File: src/rtl/jtag_instruction_unit.sv
// JTAG instruction register with capture/shift/update stages, registered decode and sticky clamp-hold.
// Optional IR parity check enabled by defining JTAG_IR_PARITY_EN.
module jtag_instruction_unit #(
  parameter int                  IR_WIDTH    = 5,
  parameter bit                  ID_PRESENT  = 1'b1,
  parameter logic [IR_WIDTH-1:0] CAPTURE_PAT = '0
) (
  input  logic                TCK,
  input  logic                TRST,
  input  logic                tlr_reset,
  input  logic                capture_ir,
  input  logic                shift_ir,
  input  logic                update_ir,
  input  logic                tdi,
  output logic                tdo_ir,
  output logic [IR_WIDTH-1:0] instruction,
  output logic                bsr_select,
  output logic                id_select,
  output logic                bypass_select,
  output logic                tmp_select,
  output logic                ahb_select,
  output logic                ahb_fifo_read_select,
  output logic                bsr_mode,
  output logic                clamp_active,
  output logic                clamp_hold_decode,
  output logic                clamp_release_decode,
  output logic                bypass_decode,
  output logic                ir_updated,
  output logic                parity_err
);

`ifdef JTAG_IR_PARITY_EN
  localparam int SR_W = IR_WIDTH + 1;
`else
  localparam int SR_W = IR_WIDTH;
`endif

  localparam logic [IR_WIDTH-1:0] OP_EXTEST        = IR_WIDTH'(0);
  localparam logic [IR_WIDTH-1:0] OP_PRELOAD       = IR_WIDTH'(2);
  localparam logic [IR_WIDTH-1:0] OP_IDCODE        = IR_WIDTH'(3);
  localparam logic [IR_WIDTH-1:0] OP_CLAMP_HOLD    = IR_WIDTH'(4);
  localparam logic [IR_WIDTH-1:0] OP_CLAMP_RELEASE = IR_WIDTH'(5);
  localparam logic [IR_WIDTH-1:0] OP_TMP_STATUS    = IR_WIDTH'(6);
  localparam logic [IR_WIDTH-1:0] OP_AHB           = IR_WIDTH'(7);
  localparam logic [IR_WIDTH-1:0] OP_AHB_FIFO_READ = IR_WIDTH'(8);
  localparam logic [IR_WIDTH-1:0] OP_BYPASS        = '1;
  localparam logic [IR_WIDTH-1:0] RESET_INSTR      = ID_PRESENT ? OP_IDCODE : OP_BYPASS;

  logic [SR_W-1:0]     sr;
  logic [SR_W-1:0]     cap_val;
  logic                parity_ok;
  logic [IR_WIDTH-1:0] upd_instr;
  logic                parity_err_q;

  // Capture value: low two bits fixed at 01, parity slot (if present) loads 1.
  always_comb begin
    cap_val                 = '0;
    cap_val[IR_WIDTH-1:0]   = {CAPTURE_PAT[IR_WIDTH-1:2], 2'b01};
`ifdef JTAG_IR_PARITY_EN
    cap_val[SR_W-1]         = 1'b1;
`endif
  end

  always_comb begin
`ifdef JTAG_IR_PARITY_EN
    parity_ok = ~(^sr);
`else
    parity_ok = 1'b1;
`endif
    upd_instr = parity_ok ? sr[IR_WIDTH-1:0] : OP_BYPASS;
  end

  always_ff @(posedge TCK or negedge TRST) begin
    if (!TRST) begin
      sr                   <= '0;
      instruction          <= RESET_INSTR;
      clamp_active         <= 1'b0;
      parity_err_q         <= 1'b0;
      ir_updated           <= 1'b0;
      clamp_hold_decode    <= 1'b0;
      clamp_release_decode <= 1'b0;
      bypass_decode        <= 1'b0;
    end else begin
      ir_updated           <= 1'b0;
      clamp_hold_decode    <= 1'b0;
      clamp_release_decode <= 1'b0;
      bypass_decode        <= 1'b0;
      if (tlr_reset) begin
        instruction  <= RESET_INSTR;
        clamp_active <= 1'b0;
        parity_err_q <= 1'b0;
      end else if (capture_ir) begin
        sr <= cap_val;
      end else if (shift_ir) begin
        sr <= {tdi, sr[SR_W-1:1]};
      end else if (update_ir) begin
        instruction          <= upd_instr;
        ir_updated           <= 1'b1;
        parity_err_q         <= ~parity_ok;
        clamp_hold_decode    <= (upd_instr == OP_CLAMP_HOLD);
        clamp_release_decode <= (upd_instr == OP_CLAMP_RELEASE);
        // Everything above the highest defined opcode selects BYPASS.
        bypass_decode        <= (upd_instr > OP_AHB_FIFO_READ);
        if (upd_instr == OP_CLAMP_HOLD)
          clamp_active <= 1'b1;
        else if (upd_instr == OP_CLAMP_RELEASE)
          clamp_active <= 1'b0;
      end
    end
  end

`ifdef JTAG_IR_PARITY_EN
  assign parity_err = parity_err_q;
`else
  assign parity_err = 1'b0;
`endif

  assign tdo_ir = sr[0];

  always_comb begin
    bsr_select           = 1'b0;
    id_select            = 1'b0;
    bypass_select        = 1'b0;
    tmp_select           = 1'b0;
    ahb_select           = 1'b0;
    ahb_fifo_read_select = 1'b0;
    if (instruction <= OP_PRELOAD)
      bsr_select = 1'b1;
    else if (instruction == OP_IDCODE)
      id_select = 1'b1;
    else if (instruction == OP_TMP_STATUS)
      tmp_select = 1'b1;
    else if (instruction == OP_AHB)
      ahb_select = 1'b1;
    else if (instruction == OP_AHB_FIFO_READ)
      ahb_fifo_read_select = 1'b1;
    else
      bypass_select = 1'b1;
    bsr_mode = (instruction == OP_EXTEST) | clamp_active;
  end

endmodule

File: config.mk
export PLATFORM = sky130hd
export DESIGN_NAME = jtag_instruction_unit
export DESIGN_NICKNAME = d
export VERILOG_FILES = /design/src/rtl/jtag_instruction_unit.sv
export SDC_FILE = /design/constraint.sdc
export NUM_CORES = 1
export LEC_CHECK = 0
export ABC_AREA = 1
export BUFFER_PORTS_ARGS = -buffer_cell sky130_fd_sc_hd__buf_2
export CELL_PAD_IN_SITES_DETAIL_PLACEMENT = 1
export CELL_PAD_IN_SITES_GLOBAL_PLACEMENT = 2
export CORE_MARGIN = 1.5
export CORE_UTILIZATION = 27
export DETAILED_ROUTE_END_ITERATION = 7
export HOLD_SLACK_MARGIN = 0.12
export PLACE_DENSITY_LB_ADDON = 0.2
export RECOVER_POWER = 25
export SYNTH_ARGS = -nofsm -noshare
export SYNTH_HDL_FRONTEND = slang
export SYNTH_SLANG_ARGS = --single-unit
export TNS_END_PERCENT = 1
File: constraint.sdc
create_clock -name TCK -period 1.7 [get_ports TCK]
set_clock_uncertainty 0.2 [all_clocks]
set_input_delay 0.34 -clock TCK [delete_from_list [all_inputs] [get_ports TCK]]
set_output_delay 0.34 -clock TCK [all_outputs]
set_load 0.1 [all_outputs]
==> results of run 1 <==
==> per-stage QoR <==
stage / util (%) / cell area (um2) / instances / TNS, ns
2_1_floorplan: - / 793.3 / 80 / -5.051
3_3_place_gp: 45.33 / 1154 / 141 / -0.1601
3_5_place_dp: 45.33 / 1154 / 141 / -0.2624
4_1_cts: 48.28 / 1229 / 149 / -2.568
5_1_grt: 48.33 / 1230 / 149 / -2.997
6_report: 48.33 / 1230 / 149 / -2.384
==> per-layer routing <==
layer	up-vias	share of wire (%)	GRT usage, %
li1	337	-	-
met1	319	36	14.31
met2	20	58	27.04
met3	5	3.9	2.093
met4	0	2.4	7.317
met5	-	0	0
==> power breakdown <==
part | total, mW | leakage (nW) | switching [mW] | internal (mW)
clock | 0.211 | 0.0150 | 0.120 | 0.0915
combinational | 0.289 | 0.375 | 0.205 | 0.0838
sequential | 0.385 | 0.194 | 0.0123 | 0.373
==> state kept, by name, summed over array words and instances (netlist names) <==
signal and flops:
clamp_hold_decode 1, instruction 5, sr 5, bypass_decode 1, clamp_release_decode 1, ir_updated 1
clamp_active 1
==> timing repair <==
item,CTS,global route
endpoints found under the hold margin,17,0
resized for setup,4,1
hold buffers,3,0
pin swaps,4,1
gates cloned,0,0
setup endpoints to repair,11,10
setup buffers,1,0
==> cell type report <==
| type | instances | area (um2) | share of cell area (%) |
|---|---|---|---|
| Inverter | 16 | 60.06 | 4.883 |
| Multi-Input combinational cell | 48 | 341.6 | 27.77 |
| Timing Repair Buffer | 36 | 375.4 | 30.52 |
| Sequential cell | 15 | 389.1 | 31.64 |
| Clock buffer | 4 | 26.28 | 2.136 |
| Tap cell | 30 | 37.54 | 3.052 |
==> worst max-delay path by stage <==
stage	end	depth (start not counted)
final	bypass_select	5
after floorplan	bypass_select	3
after global routing	bypass_select	5
after global placement	bypass_select	4
after CTS	bypass_select	5
after detailed placement	bypass_select	4
==> worst max-delay path, stage by stage (launching register included) <==
cell and delay [ns]:
dfstp_4 0.66, nand2_4 0.06, nor4_4 0.12, buf_4 0.18, nor2_4 0.05, buf_12 0.15
==> kinds of logic (layout without fill, tap and decap cells) <==
group           after synthesis  after routing  share of synthesized area (%)
compound gates               14             14                          13.23
simple gates                 33             33                          26.63
other cells                   1              1                         0.5020
flops                        15             15                          50.59
buf+inv                      17             56                          9.045
==> layout by cell type, fill, tap and decap left out, drive strengths merged <==
master,netlist,layout
clkbuf,0,6
nand2,9,9
nor4,1,1
buf,1,31
o21ai,3,3
dfrtp,13,13
a21oi,4,4
nand3,6,6
dfstp,2,2
o31ai,1,1
conb,1,1
nand4,3,3
o22ai,6,6
inv,16,16
nor2,12,12
dlygate4sd3,0,3
nor3,2,2
==> flow_metrics.py, run 1 <==
metrics = {
    "sta": {
        "fmax_ghz": 0.4884,
        "hold_viol": 0,
        "tightest_slew_ns": 0.8079,
        "slew_viol_final": 0,
        "hold-worst-slack_ns": 0.1622,
        "period_minus_slack_ns": 2.048,
        "slew_headroom_pct": 46.14,
        "setup_viol": 9,
        "fin_crit_sh_pct": 120.4,
        "setup_ws_ns": -0.3475,
        "rsz0062_at_grt": "yes",
    },
    "pwr": {
        "powerDensity_nw_per_um2": 720.3,
        "p_leak_nw": 0.5840,
        "ir_drop_v": 0.0003424,
        "p_total_mw": 0.8859,
    },
    "setup_path": {
        "startpoint": "instruction[1]",
        "critPathLaunchType": "flip-flop",
        "arrival_ns": 1.51,
        "crit_required_ns": 1.16,
        "critPathMaxFanout": 4,
        "end_kind": "output port",
        "r2r_slack_ns": 0.46,
        "critPathKind": "reg -> out",
        "r2r_end": "clamp_active",
        "reg2regPathDepth": 7,
        "r2r-start": "sr[3]",
    },
    "global_routing": {
        "overflow": 0,
        "gr-usage-all-layers_pct": 14.03,
        "grt_start_max_net_pins": 16,
        "grt_pass1_wl_um": 3325,
        "grt_pass1_vias": 737,
        "antenna_found_initial": 0,
    },
    "clock_tree": {
        "numCtsBuffers": 3,
        "path_clk_slew_ns": 0.09,
        "htree_levels": 1,
        "cts_tree": "built",
        "clockBufferDepth": 2,
        "insertion_delay_ns": 0.29,
        "cts_sinks": 15,
        "cts-root-buf": "clkbuf_4",
    },
    "detailed_routing": {
        "wl_per_cell_um": 13.09,
        "vias_per_cell": 4.570,
        "ant_nets": 0,
        "num_vias": 681,
        "route.detailed.drc": 0,
        "wl_um": 1950,
        "drt-initial-drc-count": 20,
        "first_pass_iters": 3,
    },
    "die": {
        "row_count": 18,
        "dieArea_um2": 3091,
        "fp.dieH_um": 55.60,
        "fp.dieW_um": 55.60,
        "core-area_um2": 2545,
        "start_util_pct": 29.35,
        "ioPinCount": 26,
    },
    "final_layout": {
        "area_growth_pct": 64.66,
        "finalNetCount": 127,
        "diodes": 0,
        "drive_gt1_share_pct": 51.26,
        "nFillCells": 304,
    },
    "logic_synthesis": {
        "synth_area_leaders": "dfrtp_1, dfstp_2, inv_1, nor2_1, o22ai_1",
        "synth_edf_count": 0,
        "netlist.area_leader.share_pct": 43.55,
        "synth_nets": 87,
        "synthFlopType": "dfrtp_1",
        "synth-seq-cells": 15,
        "yosysSeqAreaShare_pct": 50.59,
        "synthArstFlopShare_pct": 100.0,
        "synth_top_area_cell": "dfrtp_1",
        "synth_cell_types": 23,
        "yosys-top-cells-count": "dfrtp_1, inv_1, nor2_1, nand2_1, o22ai_1",
        "yosysMostFrequentCell": "dfrtp_1",
        "yosys_warnings": 0,
        "syn_inst": 80,
        "syn_area_per_cell_um2": 9.337,
        "netlist_area_um2": 747.0,
    },
    "job": {
        "drv_cap": 0,
    },
    "status": {
        "status": "finished with violations",
        "failed_checks": "negative setup slack",
    },
    "hold_path": {
        "min_from": "tlr_reset",
        "hold_end": "sr[1]",
        "whs_path_depth": 3,
        "hold_path.class": "in -> reg",
    },
    "placement": {
        "hpwl_um": 1639,
        "place_ws_ns": -0.1176,
        "port-buffer-count": 24,
        "place_congestion": 0.7298,
    },
}
Power figures use the tool's default switching activity.
==> run 2: changes to the inputs <==
- CORE_UTILIZATION: 27 -> 25
- clock period: 1.7 -> 1.69 ns (I/O delays scaled with it)
==> run 2 against run 1 <==
- the flow finishes with violations (design-rule violations, negative setup slack)
- combinational power about the same
- non-clock buffer count increased by 2
- sequential cell count unchanged
- register-to-register slack about the same
- critical path depth unchanged
- worst setup slack got worse by 0.023 ns
- design area increased by 0.41%
- largest power group unchanged
==> flow_metrics.py, run 2 (synthesis gave the netlist of run 1 again) <==
metrics = {
    "die": {
        "ioPinCount": 26,
        "fp.dieW_um": 57.66,
        "start_util_pct": 26.63,
        "dieArea_um2": 3325,
        "fp.dieH_um": 57.66,
        "row_count": 19,
        "core-area_um2": 2805,
    },
    "clock_tree": {
        "cts-root-buf": "clkbuf_4",
        "insertion_delay_ns": 0.27,
        "numCtsBuffers": 3,
        "clockBufferDepth": 2,
        "cts_sinks": 15,
        "htree_levels": 1,
        "cts_tree": "built",
        "path_clk_slew_ns": 0.09,
    },
    "global_routing": {
        "gr-usage-all-layers_pct": 12.37,
        "grt_start_max_net_pins": 16,
        "grt_pass1_vias": 685,
        "grt_pass1_wl_um": 3084,
        "antenna_found_initial": 0,
        "overflow": 0,
    },
    "setup_path": {
        "critPathLaunchType": "flip-flop",
        "arrival_ns": 1.52,
        "end_kind": "output port",
        "crit_required_ns": 1.15,
        "critPathKind": "reg -> out",
        "critPathMaxFanout": 5,
    },
    "detailed_routing": {
        "wl_per_cell_um": 12.08,
        "vias_per_cell": 4.493,
        "first_pass_iters": 5,
        "wl_um": 1836,
        "route.detailed.drc": 8,
        "num_vias": 683,
        "drt-initial-drc-count": 18,
        "ant_nets": 0,
    },
    "sta": {
        "hold_viol": 0,
        "fmax_ghz": 0.4852,
        "setup_ws_ns": -0.3710,
        "slew_viol_final": 0,
        "rsz0062_at_grt": "yes",
        "fin_crit_sh_pct": 122.0,
        "slew_headroom_pct": 48.13,
        "setup_viol": 9,
        "period_minus_slack_ns": 2.061,
        "tightest_slew_ns": 0.7781,
    },
    "status": {
        "status": "finished with violations",
        "failed_checks": "design-rule violations, negative setup slack",
    },
    "job": {
        "drv_cap": 0,
    },
    "final_layout": {
        "finalNetCount": 129,
        "final_cell_mix": "buf_2, buf_4, dfrtp_1, buf_12, inv_1",
        "multi_input_area_um2": 341.6,
        "area_growth_pct": 65.33,
        "ff_latch_area_um2": 389.1,
        "largestRegisters": "instruction (5), sr (5)",
        "nFillCells": 338,
        "drive_gt1_share_pct": 54.55,
        "diodes": 0,
        "mostFrequentLayoutCell": "buf_2",
    },
    "pwr": {
        "p_leak_nw": 0.5899,
        "powerDensity_nw_per_um2": 713.2,
        "p_clk_share_pct": 22.8,
        "ir_drop_v": 0.0003731,
        "comb_power_share_pct": 33.1,
        "p_int_mw": 0.5544,
        "switching_share_pct": 37.06,
        "power.switching_mw": 0.3264,
        "power_frac_seq_pct": 44.1,
        "p_total_mw": 0.8808,
    },
    "placement": {
        "place_ws_ns": -0.1404,
        "port-buffer-count": 24,
        "place_congestion": 0.8107,
        "hpwl_um": 1562,
    },
    "hold_path": {
        "hold_path.class": "in -> reg",
    },
}
==> run 2: cell count changes in the layout (fill, tap and decap cells not counted), moves of 2 or more <==
cell,change
buf_2,+2
buf_4,+3
inv_1,-2
inv_2,+2
==> run 2: timing repair <==
item                       4_1_cts  5_1_grt
hold endpoints to repair        16        0
hold buffers                     2        0
setup endpoints to repair        9       10
gates resized for setup          3        4
buffers inserted                 1        0
pin swaps                        5        2
==> run 2: critical path, cell delays in order, from the launching register on <==
cell and delay (ns):
dfstp_4 0.66, nand2_4 0.07, nor4_4 0.13, buf_4 0.18, nor2_4 0.05, buf_12 0.15
==> run 2: final cells by class <==
type	count	share of cell area, %
timing repair buffer	38	30.70
tap	31	3.141
multi-input combinational	48	27.66
inverter	16	4.863
clock buffer	4	2.128
sequential	15	31.51
==> run 2: path summary, 6_finish.rpt <==
path / slack [ns] / startpoint / to / cells after the start
worst max register to register: 0.46 / sr[3] / clamp_active / 7
min in group asynchronous: 0.44 / TRST / sr[2] / 2
worst min register to register: 0.36 / sr[2] / bypass_decode / 2
worst max-delay path: -0.37 / instruction[1] / bypass_select / 5
worst min-delay path: 0.15 / capture_ir / sr[0] / 3
max in group asynchronous: 0.31 / TRST / instruction[2] / 2
==> run 2: power by group through the flow <==
stage | Sequential [mW] | Clock [mW] | Combinational [mW]
6_report | 0.389 | 0.201 | 0.292
3_5_place_dp | 0.395 | 0 | 0.292
2_1_floorplan | 0.458 | 0 | 0.131
5_1_grt | 0.392 | 0.231 | 0.307
4_1_cts | 0.389 | 0.210 | 0.296
3_3_place_gp | 0.395 | 0 | 0.288
==> run 2: through the flow <==
stage	std cells	hold slack (ns)	area, um2	setup TNS (ns)	utilization [%]
CTS	152	0.1475	1239	-2.476	44.16
global route	152	0.1595	1235	-2.831	44.02
finish	152	0.1503	1235	-2.214	44.02
detailed placement	145	0.06211	1177	-0.3164	41.97
global placement	145	0.05687	1177	-0.2083	41.97
floorplan	80	-0.1576	793.3	-5.117	-
==> run 2: routing by layer <==
| layer | vias to the layer above | wire length, um | track usage, % |
|---|---|---|---|
| met5 | - | 0 | 0 |
| li1 | 341 | - | - |
| met2 | 19 | 1023 | 22.08 |
| met1 | 321 | 718 | 14.31 |
| met4 | 0 | 18 | 5.980 |
| met3 | 2 | 76 | 2.009 |
